### config.mk
export PLATFORM = sky130hd
export DESIGN_NAME = gyro_src_arb_flat
export DESIGN_NICKNAME = d
export VERILOG_FILES = /design/src/rtl/gyro_src_arb_if.sv /design/src/rtl/gyro_src_arb.sv /design/src/flat_wrapper.sv
export SDC_FILE = /design/constraint.sdc
export NUM_CORES = 1
export LEC_CHECK = 0
export BUFFER_PORTS_ARGS = -buffer_cell sky130_fd_sc_hd__buf_2
export CAP_MARGIN = 20
export CORE_AREA = 2 2 97 99
export DETAILED_ROUTE_END_ITERATION = 8
export DIE_AREA = 0 0 99 101
export PLACE_DENSITY_LB_ADDON = 0.05
export RECOVER_POWER = 100
export SYNTH_ARGS = -nofsm -noshare
export SYNTH_HDL_FRONTEND = slang
export SYNTH_SLANG_ARGS = --single-unit
### constraint.sdc
create_clock -name clk -period 2.2 [get_ports clk]
set_input_delay 0.44 -clock clk [delete_from_list [all_inputs] [get_ports clk]]
set_output_delay 0.44 -clock clk [all_outputs]
set_load 0.02 [all_outputs]
### src/rtl/gyro_src_arb_if.sv
// Bundle of stream, control and status signals around the gyro source arbiter.
// The master modport is the arbiter's view; slave is the surrounding system's view.
interface gyro_src_arb_if #(
  parameter int NUM_SRC = 3
);
  logic                    enable;
  logic [NUM_SRC-1:0]      s_axis_vld;
  logic [NUM_SRC*48-1:0]   s_axis_data;
  logic [NUM_SRC*6-1:0]    s_axis_strb;
  logic [NUM_SRC-1:0]      s_axis_last;
  logic [NUM_SRC-1:0]      s_axis_rdy;
  logic                    m_axis_vld;
  logic [47:0]             m_axis_data;
  logic [5:0]              m_axis_strb;
  logic                    m_axis_last;
  logic                    m_axis_rdy;
  logic [1:0]              m_axis_src;
  logic                    frame_done;
  logic [14:0]             frame_beats;
  logic                    trunc_err;
  logic                    err_clr;

  modport master (
    input  enable, s_axis_vld, s_axis_data, s_axis_strb, s_axis_last,
    input  m_axis_rdy, err_clr,
    output s_axis_rdy, m_axis_vld, m_axis_data, m_axis_strb, m_axis_last,
    output m_axis_src, frame_done, frame_beats, trunc_err
  );

  modport slave (
    output enable, s_axis_vld, s_axis_data, s_axis_strb, s_axis_last,
    output m_axis_rdy, err_clr,
    input  s_axis_rdy, m_axis_vld, m_axis_data, m_axis_strb, m_axis_last,
    input  m_axis_src, frame_done, frame_beats, trunc_err
  );
endinterface

### src/rtl/gyro_src_arb.sv
// Round-robin frame arbiter: grants one 48-bit gyro stream at a time to the packer,
// caps frames at MAX_BEATS beats and flags truncated frames.
module gyro_src_arb #(
  parameter int NUM_SRC   = 3,
  parameter int MAX_BEATS = 16384
) (
  input  logic           clk,
  input  logic           rst,
  gyro_src_arb_if.master bus
);

  typedef enum logic [0:0] {
    ST_IDLE = 1'b0,
    ST_BUSY = 1'b1
  } state_t;

  localparam logic [14:0] LAST_BEAT = 15'(MAX_BEATS - 1);
  localparam logic [1:0]  LAST_SRC  = 2'(NUM_SRC - 1);

  state_t              state_q, state_d;
  logic [1:0]          src_q, src_d;
  logic [1:0]          last_grant_q, last_grant_d;
  logic [14:0]         beat_cnt_q, beat_cnt_d;
  logic [14:0]         frame_beats_q, frame_beats_d;
  logic                frame_done_q, frame_done_d;
  logic                trunc_err_q, trunc_err_d;

  logic                busy_s;
  logic [2*NUM_SRC-1:0] dbl_vld_s;
  logic [2*NUM_SRC-1:0] shf_vld_s;
  logic [NUM_SRC-1:0]  rot_vld_s;
  logic [1:0]          win_idx_s;
  logic                win_vld_s;
  logic                sel_vld_s;
  logic                sel_last_s;
  logic [47:0]         sel_data_s;
  logic [5:0]          sel_strb_s;
  logic [NUM_SRC-1:0]  s_rdy_s;
  logic                forced_s;
  logic                m_vld_s;
  logic                m_last_s;
  logic                xfer_s;
  logic                trunc_set_s;

  assign busy_s      = (state_q == ST_BUSY);
  assign forced_s    = (beat_cnt_q == LAST_BEAT);
  assign m_vld_s     = busy_s & sel_vld_s;
  assign m_last_s    = busy_s & (sel_last_s | forced_s);
  assign xfer_s      = m_vld_s & bus.m_axis_rdy;
  assign trunc_set_s = xfer_s & forced_s & ~sel_last_s;

  // Round-robin pick: rotate valids so the source after last_grant sits at bit 0.
  always_comb begin
    logic [2:0] sum_v;
    sum_v     = 3'd0;
    dbl_vld_s = {bus.s_axis_vld, bus.s_axis_vld};
    shf_vld_s = dbl_vld_s >> (3'(last_grant_q) + 3'd1);
    rot_vld_s = shf_vld_s[NUM_SRC-1:0];
    win_idx_s = 2'd0;
    for (int k = NUM_SRC - 1; k >= 0; k--) begin
      sum_v     = 3'(last_grant_q) + 3'd1 + 3'(k);
      sum_v     = (sum_v >= 3'(NUM_SRC)) ? (sum_v - 3'(NUM_SRC)) : sum_v;
      win_idx_s = rot_vld_s[k] ? sum_v[1:0] : win_idx_s;
    end
    win_vld_s = |bus.s_axis_vld;
  end

  // AND-OR mux of the granted source onto the downstream stream and ready fan-out.
  always_comb begin
    logic hit_v;
    hit_v      = 1'b0;
    sel_vld_s  = 1'b0;
    sel_last_s = 1'b0;
    sel_data_s = 48'h0;
    sel_strb_s = 6'h0;
    s_rdy_s    = {NUM_SRC{1'b0}};
    for (int i = 0; i < NUM_SRC; i++) begin
      hit_v      = (src_q == 2'(i));
      sel_vld_s  = sel_vld_s  | (hit_v & bus.s_axis_vld[i]);
      sel_last_s = sel_last_s | (hit_v & bus.s_axis_last[i]);
      sel_data_s = sel_data_s | (bus.s_axis_data[i*48 +: 48] & {48{hit_v}});
      sel_strb_s = sel_strb_s | (bus.s_axis_strb[i*6 +: 6] & {6{hit_v}});
      s_rdy_s[i] = hit_v & busy_s & bus.m_axis_rdy;
    end
  end

  // Next-state logic: grant in IDLE, count beats and close frames in BUSY.
  always_comb begin
    state_d       = state_q;
    src_d         = src_q;
    last_grant_d  = last_grant_q;
    beat_cnt_d    = beat_cnt_q;
    frame_beats_d = frame_beats_q;
    frame_done_d  = 1'b0;
    case (state_q)
      ST_IDLE: begin
        if (bus.enable && win_vld_s) begin
          state_d      = ST_BUSY;
          src_d        = win_idx_s;
          last_grant_d = win_idx_s;
        end else begin
          state_d = ST_IDLE;
        end
      end
      ST_BUSY: begin
        // enable is deliberately ignored here: an open frame always runs to its end.
        if (xfer_s && m_last_s) begin
          state_d       = ST_IDLE;
          frame_done_d  = 1'b1;
          frame_beats_d = beat_cnt_q + 15'd1;
          beat_cnt_d    = 15'd0;
        end else if (xfer_s) begin
          beat_cnt_d = beat_cnt_q + 15'd1;
        end else begin
          beat_cnt_d = beat_cnt_q;
        end
      end
      default: begin
        state_d    = ST_IDLE;
        beat_cnt_d = 15'd0;
      end
    endcase
    // A truncation in the same cycle as err_clr must not be lost.
    trunc_err_d = trunc_set_s ? 1'b1 : (bus.err_clr ? 1'b0 : trunc_err_q);
  end

  // State and status registers.
  always_ff @(posedge clk or posedge rst) begin
    if (rst) begin
      state_q       <= ST_IDLE;
      src_q         <= 2'd0;
      last_grant_q  <= LAST_SRC;
      beat_cnt_q    <= 15'd0;
      frame_beats_q <= 15'd0;
      frame_done_q  <= 1'b0;
      trunc_err_q   <= 1'b0;
    end else begin
      state_q       <= state_d;
      src_q         <= src_d;
      last_grant_q  <= last_grant_d;
      beat_cnt_q    <= beat_cnt_d;
      frame_beats_q <= frame_beats_d;
      frame_done_q  <= frame_done_d;
      trunc_err_q   <= trunc_err_d;
    end
  end

  assign bus.s_axis_rdy  = s_rdy_s;
  assign bus.m_axis_vld  = m_vld_s;
  assign bus.m_axis_data = sel_data_s;
  assign bus.m_axis_strb = sel_strb_s;
  assign bus.m_axis_last = m_last_s;
  assign bus.m_axis_src  = src_q;
  assign bus.frame_done  = frame_done_q;
  assign bus.frame_beats = frame_beats_q;
  assign bus.trunc_err   = trunc_err_q;

endmodule

### src/flat_wrapper.sv
// flat-port wrapper written by rule: the top's interface ports become plain ports
module gyro_src_arb_flat 
#(
  parameter int NUM_SRC   = 3,
  parameter int MAX_BEATS = 16384
)
  (clk, rst, bus_enable, bus_s_axis_vld, bus_s_axis_data, bus_s_axis_strb, bus_s_axis_last, bus_m_axis_rdy, bus_err_clr, bus_s_axis_rdy, bus_m_axis_vld, bus_m_axis_data, bus_m_axis_strb, bus_m_axis_last, bus_m_axis_src, bus_frame_done, bus_frame_beats, bus_trunc_err);
  gyro_src_arb_if #(.NUM_SRC(NUM_SRC)) bus_i ();
  input  logic clk;
  input  logic rst;
  input wire logic [$bits(bus_i.enable)-1:0] bus_enable;
  input wire logic [$bits(bus_i.s_axis_vld)-1:0] bus_s_axis_vld;
  input wire logic [$bits(bus_i.s_axis_data)-1:0] bus_s_axis_data;
  input wire logic [$bits(bus_i.s_axis_strb)-1:0] bus_s_axis_strb;
  input wire logic [$bits(bus_i.s_axis_last)-1:0] bus_s_axis_last;
  input wire logic [$bits(bus_i.m_axis_rdy)-1:0] bus_m_axis_rdy;
  input wire logic [$bits(bus_i.err_clr)-1:0] bus_err_clr;
  output wire logic [$bits(bus_i.s_axis_rdy)-1:0] bus_s_axis_rdy;
  output wire logic [$bits(bus_i.m_axis_vld)-1:0] bus_m_axis_vld;
  output wire logic [$bits(bus_i.m_axis_data)-1:0] bus_m_axis_data;
  output wire logic [$bits(bus_i.m_axis_strb)-1:0] bus_m_axis_strb;
  output wire logic [$bits(bus_i.m_axis_last)-1:0] bus_m_axis_last;
  output wire logic [$bits(bus_i.m_axis_src)-1:0] bus_m_axis_src;
  output wire logic [$bits(bus_i.frame_done)-1:0] bus_frame_done;
  output wire logic [$bits(bus_i.frame_beats)-1:0] bus_frame_beats;
  output wire logic [$bits(bus_i.trunc_err)-1:0] bus_trunc_err;
  assign bus_i.enable = bus_enable;
  assign bus_i.s_axis_vld = bus_s_axis_vld;
  assign bus_i.s_axis_data = bus_s_axis_data;
  assign bus_i.s_axis_strb = bus_s_axis_strb;
  assign bus_i.s_axis_last = bus_s_axis_last;
  assign bus_i.m_axis_rdy = bus_m_axis_rdy;
  assign bus_i.err_clr = bus_err_clr;
  assign bus_s_axis_rdy = bus_i.s_axis_rdy;
  assign bus_m_axis_vld = bus_i.m_axis_vld;
  assign bus_m_axis_data = bus_i.m_axis_data;
  assign bus_m_axis_strb = bus_i.m_axis_strb;
  assign bus_m_axis_last = bus_i.m_axis_last;
  assign bus_m_axis_src = bus_i.m_axis_src;
  assign bus_frame_done = bus_i.frame_done;
  assign bus_frame_beats = bus_i.frame_beats;
  assign bus_trunc_err = bus_i.trunc_err;
  gyro_src_arb #(.NUM_SRC(NUM_SRC), .MAX_BEATS(MAX_BEATS)) u_core (.clk(clk), .rst(rst), .bus(bus_i));
endmodule
# ---- Yosys cells after proc, flatten, opt, wreduce, memory -nomap -nowiden
# Index checks and enable logic that the tools add are counted.
dict set report totals {
  reg_bits 37
  in_bits 173
  output_inout_bits 78
  elab_cells 79
}
dict set report classes {
  n_addsub 7
  magnitude_cmp 3
  eq_ne 3
  n_shift 1
  n_mux 15
  n_bitwise 34
  n_reduce_logical 9
}
# op n
set ops {}
lappend ops {{$and A48 B48 Y48} 3}
lappend ops {{$or A48 B48 Y48} 2}
lappend ops {{$mux W15} 2}
lappend ops {{$and A6 B6 Y6} 3}
lappend ops {{$and A1 B1 Y1} 17}
lappend ops {{$add A15 B1 Y15 const B} 1}
lappend ops {{$eq A15 B14 Y1 const B} 1}
lappend ops {{$mux W2} 6}
lappend ops {{$or A6 B6 Y6} 2}
lappend ops {{$ge A3 B2 Y1 const B} 3}
lappend ops {{$mux W1} 6}
lappend ops {{$reduce_and A2 Y1} 3}
lappend ops {{$shr A6 B3 Y3} 1}
lappend ops {{$sub A2 B2 Y2 const B} 3}
lappend ops {{$or A1 B1 Y1} 5}
lappend ops {{$reduce_bool A2 Y1} 2}
lappend ops {{$add A2 B1 Y3 const B} 1}
lappend ops {{$add A3 B1 Y3 const B} 1}
lappend ops {{$add A3 B2 Y3 const B} 1}
lappend ops {{$reduce_or A3 Y1} 1}
lappend ops {{$eq A2 B1 Y1 const B} 1}
lappend ops {{$eq A2 B2 Y1 const B} 1}
lappend ops {{$logic_and A1 B1 Y1} 2}
lappend ops {{$logic_not A2 Y1} 1}
lappend ops {{other kinds (2)} 3}

# ---- Longest topological paths before layout
dict set report logic_depth {
  ltp_word 9
  depth_mapped 10
  ltp_nobuf 8
}

# ---- Worst setup path after synthesis
# Ideal clock, no wire load.
dict set report synth_timing {
  path_type {register -> output}
  from {register u_core.src_q[1] (netlist: u_core.bus.m_axis_src[1])}
  to {output bus_m_axis_data[41]}
  arrival_ns 1.866
  slack_ns -0.106
  path_stages_with_launch 6
  cell_sequence {dfrtp_1 -> buf_4 -> buf_2 -> buf_1 -> mux2i_1 -> o21ai_0}
}
dict set report synth_between {
  elab_chain_len 4
}
# item line_no
set synth_rtl {}
lappend synth_rtl {{from (decl)} gyro_src_arb.sv:21} ;# logic [1:0] src_q, src_d;
lappend synth_rtl {{from (signal assigned)} gyro_src_arb.sv:139} ;# src_q <= src_d;
lappend synth_rtl {{$eq A2 B1 Y1 or $logic_not A2 Y1 (tied branches)} gyro_src_arb.sv:78} ;# hit_v = (src_q == 2'(i));
lappend synth_rtl {{$and A48 B48 Y48} gyro_src_arb.sv:81} ;# sel_data_s = sel_data_s | (bus.s_axis_data[i*48 +: 48] & {48{hit_v}});
lappend synth_rtl {{$or A48 B48 Y48} gyro_src_arb.sv:81}
lappend synth_rtl {{$or A48 B48 Y48 (*)} gyro_src_arb.sv:81}
lappend synth_rtl {{to (decl)} flat_wrapper.sv:20} ;# output wire logic [$bits(bus_i.m_axis_data)-1:0] bus_m_axis_data;
# Mark *: on every way between the ends. The rest lies on a longest branch, timed or not.

# ---- Worst setup path after layout
dict set report layout_timing {
  from {register u_core.src_q[1] (netlist: u_core.bus.m_axis_src[1])}
  to {output bus_m_axis_strb[5]}
}
dict set report layout_between {
  elab_chain_len 4
}
# item line_no
set layout_rtl {}
lappend layout_rtl {{$eq A2 B1 Y1 or $logic_not A2 Y1 (tied branches)} gyro_src_arb.sv:78}
lappend layout_rtl {{$and A6 B6 Y6} gyro_src_arb.sv:82} ;# sel_strb_s = sel_strb_s | (bus.s_axis_strb[i*6 +: 6] & {6{hit_v}});
lappend layout_rtl {{$or A6 B6 Y6} gyro_src_arb.sv:82}
lappend layout_rtl {{$or A6 B6 Y6 (*)} gyro_src_arb.sv:82}
lappend layout_rtl {{to (decl)} flat_wrapper.sv:21} ;# output wire logic [$bits(bus_i.m_axis_strb)-1:0] bus_m_axis_strb;
# Marks and branches as above.

==> results_tabular.tex <==
\begin{tabular}{lr}
\hline
Metric & Value \\
\hline
\multicolumn{2}{l}{\textbf{Yosys}} \\
Synthesized netlist net count & 575 \\
Number of enable-type register cells in the synthesized netlist & 0 \\
Most numerous cell in the Yosys netlist & sky130\_fd\_sc\_hd\_\_o21ai\_0 \\
Top cells by area, synth & sky130\_fd\_sc\_hd\_\_dfrtp\_1, sky130\_fd\_sc\_hd\_\_mux2i\_1, sky130\_fd\_sc\_hd\_\_o21ai\_0 \\
Cell type with the highest aggregate area in the netlist & sky130\_fd\_sc\_hd\_\_dfrtp\_1 \\
Post-synthesis area per instance & 7.897 um\^{}2 \\
Fraction of registers with async set or reset after synthesis & 1.000 \\
Synth cell count leaders & sky130\_fd\_sc\_hd\_\_o21ai\_0, sky130\_fd\_sc\_hd\_\_nand2\_1, sky130\_fd\_sc\_hd\_\_mux2i\_1 \\
Most used flip-flop cell after synthesis & sky130\_fd\_sc\_hd\_\_dfrtp\_1 \\
Netlist area before placement & 3119 um\^{}2 \\
Fraction of the yosys area taken by sequential cells & 0.2892 \\
Area share of the largest cell type after synthesis & 0.2808 \\
Synth unique cells & 48 \\
Register bit count reported by yosys & 36 \\
Gate Count Post-Synth & 395 \\
Number of warnings printed during yosys synthesis & 0 \\
\multicolumn{2}{l}{\textbf{Routing}} \\
Wirelength per Cell & 15.71 um \\
Vias & 3814 \\
Post-DRT Antenna Nets & 0 \\
Number of vias per cell after detailed routing & 5.038 \\
DRT Pass-1 Iters & 5 \\
Total wire length after detailed routing & 11900 um \\
Residual DRC count & 0 \\
Initial detailed-routing violation count & 156 \\
\multicolumn{2}{l}{\textbf{Timing}} \\
Worst setup skew after layout & 0.006256 ns \\
Number of hold-slack violations in the final timing report & 0 \\
Worst-case headroom to the max-slew limit & 0.6361 \\
Hold WS & 0.2148 ns \\
Share of the clock period used by the worst path after layout & 0.9740 \\
Worst-Margin Slew & 0.5459 ns \\
Final critical-path required period & 2.143 ns \\
Total Neg Setup Slack & 0 ns \\
Max Freq & 466.7 MHz \\
Slew Viols, Final & 0 \\
RSZ-0062 raised after global routing & no \\
Final number of setup-violating endpoints & 0 \\
\multicolumn{2}{l}{\textbf{Clock network}} \\
H-tree Lvls & 2 \\
CTS tree & built \\
Clock latency on the worst-skew pair & 0.29 ns \\
CTS Buf Count & 5 \\
Clock sink total & 36 \\
CTS root buffer & sky130\_fd\_sc\_hd\_\_clkbuf\_8 \\
Maximum count of clock buffers along a single path & 2 \\
CTS clk-pin slew, worst paths & 0.07 ns \\
\multicolumn{2}{l}{\textbf{Cells and area}} \\
Multi-input combinational cell area & 2059 um\^{}2 \\
Combined flip-flop and latch cell area & 907.1 um\^{}2 \\
Post-synthesis to final-layout area growth & 48.90\% \\
Number of nets in the layout & 824 \\
Fraction of layout cells with a size suffix above 1 & 0.4130 \\
Fill cell count & 914 \\
\multicolumn{2}{l}{\textbf{Global routing}} \\
Initial antenna violation count & 2 \\
Gr busiest metal & met2 \\
Global-route wire length before repair & 17860 um \\
Met1 usage in global routing & 0.2698 \\
Combined global-route utilization of all metal layers & 0.2200 \\
Vias in the first global route & 3651 \\
GR Layer Usage met2 & 0.3898 \\
Routing usage on met3 & 0.04230 \\
Largest net degree at the start of global routing & 55 \\
Aggregate global routing overflow & 0 \\
\multicolumn{2}{l}{\textbf{Floorplanning}} \\
Chip Height & 101 um \\
Top-level port count & 251 \\
Die width & 99 um \\
Starting density of the core & 0.3475 \\
Number of rows created at floorplan & 35 \\
Die footprint & 9999 um\^{}2 \\
CORE AREA & 8977 um\^{}2 \\
\multicolumn{2}{l}{\textbf{Setup path}} \\
Setup crit end kind & output port \\
Data required time of the worst path & 1.76 ns \\
Number of cells traversed by the worst register-to-register path & 6 \\
Worst path slowest cell & sky130\_fd\_sc\_hd\_\_dfrtp\_4 \\
Top fanout value on the critical path & 25 \\
Critical path class & reg -> out \\
Flop2flop setup slack & 0.22 ns \\
Worst setup path start & u\_core.bus.m\_axis\_src[1] \\
Critical register-to-register path endpoint & u\_core.beat\_cnt\_q[8] \\
CP Data Arrival Time & 1.70 ns \\
Startpoint kind of the worst setup timing path & flip-flop \\
Critical path cell sequence & buf\_12 -> mux2i\_1 -> o21ai\_1 -> buf\_2 \\
Worst reg2reg startpoint & u\_core.last\_grant\_q[0] \\
Max stage delay on crit path & 0.51 ns \\
\multicolumn{2}{l}{\textbf{Run status}} \\
Result of the run & finished, final reports clean \\
\multicolumn{2}{l}{\textbf{Pwr}} \\
Clock Power Share & 0.095 \\
Worst-case vdd ir drop & 456.1 uV \\
Power after layout & 5405 uW \\
Leak Pwr & 0.002336 uW \\
Int Power & 2528 uW \\
PD cells & 1164 nW/um\^{}2 \\
Total net switching power & 2877 uW \\
Portion of total power attributed to combinational logic & 0.721 \\
Fraction of power consumed by sequential logic & 0.183 \\
Fraction of power spent switching nets & 0.5323 \\
\multicolumn{2}{l}{\textbf{Min path}} \\
Class of the worst hold path & in -> async \\
\multicolumn{2}{l}{\textbf{Placement}} \\
HPWL reported at the end of detailed placement & 9303 um \\
Port-buffer cells & 250 \\
Placer congestion estimate & 0.8408 \\
\multicolumn{2}{l}{\textbf{Flow run}} \\
Max\_cap viols & 0 \\
\hline
\end{tabular}
## worst max-delay path by stage
stage                                       endpoint  slack (ns)  depth (start not counted)
after global placement    u_core.bus.frame_beats[12]        0.13                          8
after CTS                         bus_m_axis_strb[5]        0.03                          5
final                             bus_m_axis_strb[5]        0.06                          4
after floorplan                  bus_m_axis_data[31]        0.02                          5
after global routing                 bus_m_axis_last       0.008                          6
after detailed placement  u_core.bus.frame_beats[10]        0.08                          8
## cell type report
cell class              count  area share
flip-flops and latches     36      0.1953
multi-input cells         319      0.4434
clock buffers               7     0.02074
well taps                 111     0.02990
repair buffers            272      0.3015
diodes                      2    0.001078
inverters                  10    0.008082
## worst max-delay path, delay by kind of cell, from the launching register on
family | cells | cell delay (ns)
buf+inv | 2 | 0.41
flops | 1 | 0.51
compound gates | 1 | 0.14
mux | 1 | 0.34
## flip-flops by register name, summed over array words and instances (netlist names)
name                    count
u_core.bus.frame_beats     15
u_core.beat_cnt_q          15
u_core.bus.m_axis_src       1
u_core.busy_s               1
u_core.last_grant_q         2
u_core.bus.frame_done       1
u_core.bus.trunc_err        1
## power groups by stage
stage,clock network (uW),logic (uW),registers [uW]
global route,542,4240,1020
global placement,0,3880,993
finish,516,3900,990
CTS,529,3930,988
detailed placement,0,3890,1010
floorplan,0,2480,1050
## layout by cell type, fill, tap and decap left out, types with 3 or more instances in the layout
master / netlist / layout
sky130_fd_sc_hd__nand3_1: 10 / 10
sky130_fd_sc_hd__a21oi_1: 5 / 5
sky130_fd_sc_hd__nor3_1: 4 / 4
sky130_fd_sc_hd__clkbuf_1: 21 / 24
sky130_fd_sc_hd__dfrtp_1: 35 / 33
sky130_fd_sc_hd__inv_1: 8 / 8
sky130_fd_sc_hd__xnor2_1: 7 / 7
sky130_fd_sc_hd__o21ai_0: 71 / 72
sky130_fd_sc_hd__nand2_1: 70 / 70
sky130_fd_sc_hd__or3_1: 3 / 3
sky130_fd_sc_hd__clkbuf_8: 0 / 7
sky130_fd_sc_hd__o21ai_1: 17 / 16
sky130_fd_sc_hd__nor2_1: 9 / 9
sky130_fd_sc_hd__ha_1: 7 / 7
sky130_fd_sc_hd__nand4_1: 5 / 5
sky130_fd_sc_hd__xor2_1: 5 / 5
sky130_fd_sc_hd__mux2i_1: 59 / 59
sky130_fd_sc_hd__clkbuf_2: 0 / 41
sky130_fd_sc_hd__a31oi_1: 3 / 3
sky130_fd_sc_hd__buf_2: 5 / 191
sky130_fd_sc_hd__a21o_1: 3 / 3
sky130_fd_sc_hd__mux2_1: 5 / 5
sky130_fd_sc_hd__o31ai_1: 4 / 4
sky130_fd_sc_hd__and3_1: 3 / 3
sky130_fd_sc_hd__buf_4: 2 / 13
## layer usage
| metal | vias to the layer above | share of wire |
|---|---|---|
| met5 | - | 0 |
| met4 | 0 | 0.010 |
| met3 | 9 | 0.063 |
| met2 | 147 | 0.52 |
| met1 | 1750 | 0.41 |
| li1 | 1908 | - |
## metrics by stage
stage,setup slack (ns),utilization,instance area [um^2],std cells
after global placement,0.1271,0.5089,4568,746
after global routing,0.008060,0.5174,4644,757
after CTS,0.03335,0.5211,4678,754
after detailed placement,0.07680,0.5089,4568,746
final,0.05726,0.5174,4644,757
after floorplan,0.02163,-,3124,395
## what timing repair did
action | in CTS | in global routing
pin swaps | 1 | 0
gates resized for setup | 2 | 0
endpoints found under the hold margin | 0 | 0
endpoints found under the setup margin | 2 | 2
gates cloned | 0 | 1
setup buffers | 1 | 0
hold buffers | 0 | 0
## cell families after synthesis
kind of cell	synth area share
and+or+nand+nor	0.1729
AOI/OAI and AO/OA	0.2102
muxes	0.2110
buffers and inverters	0.05495
DFF	0.2892
xor gates and xnor gates	0.03369
adders and majority gates	0.02808
Note: power is estimated with default switching activity, not from simulation.
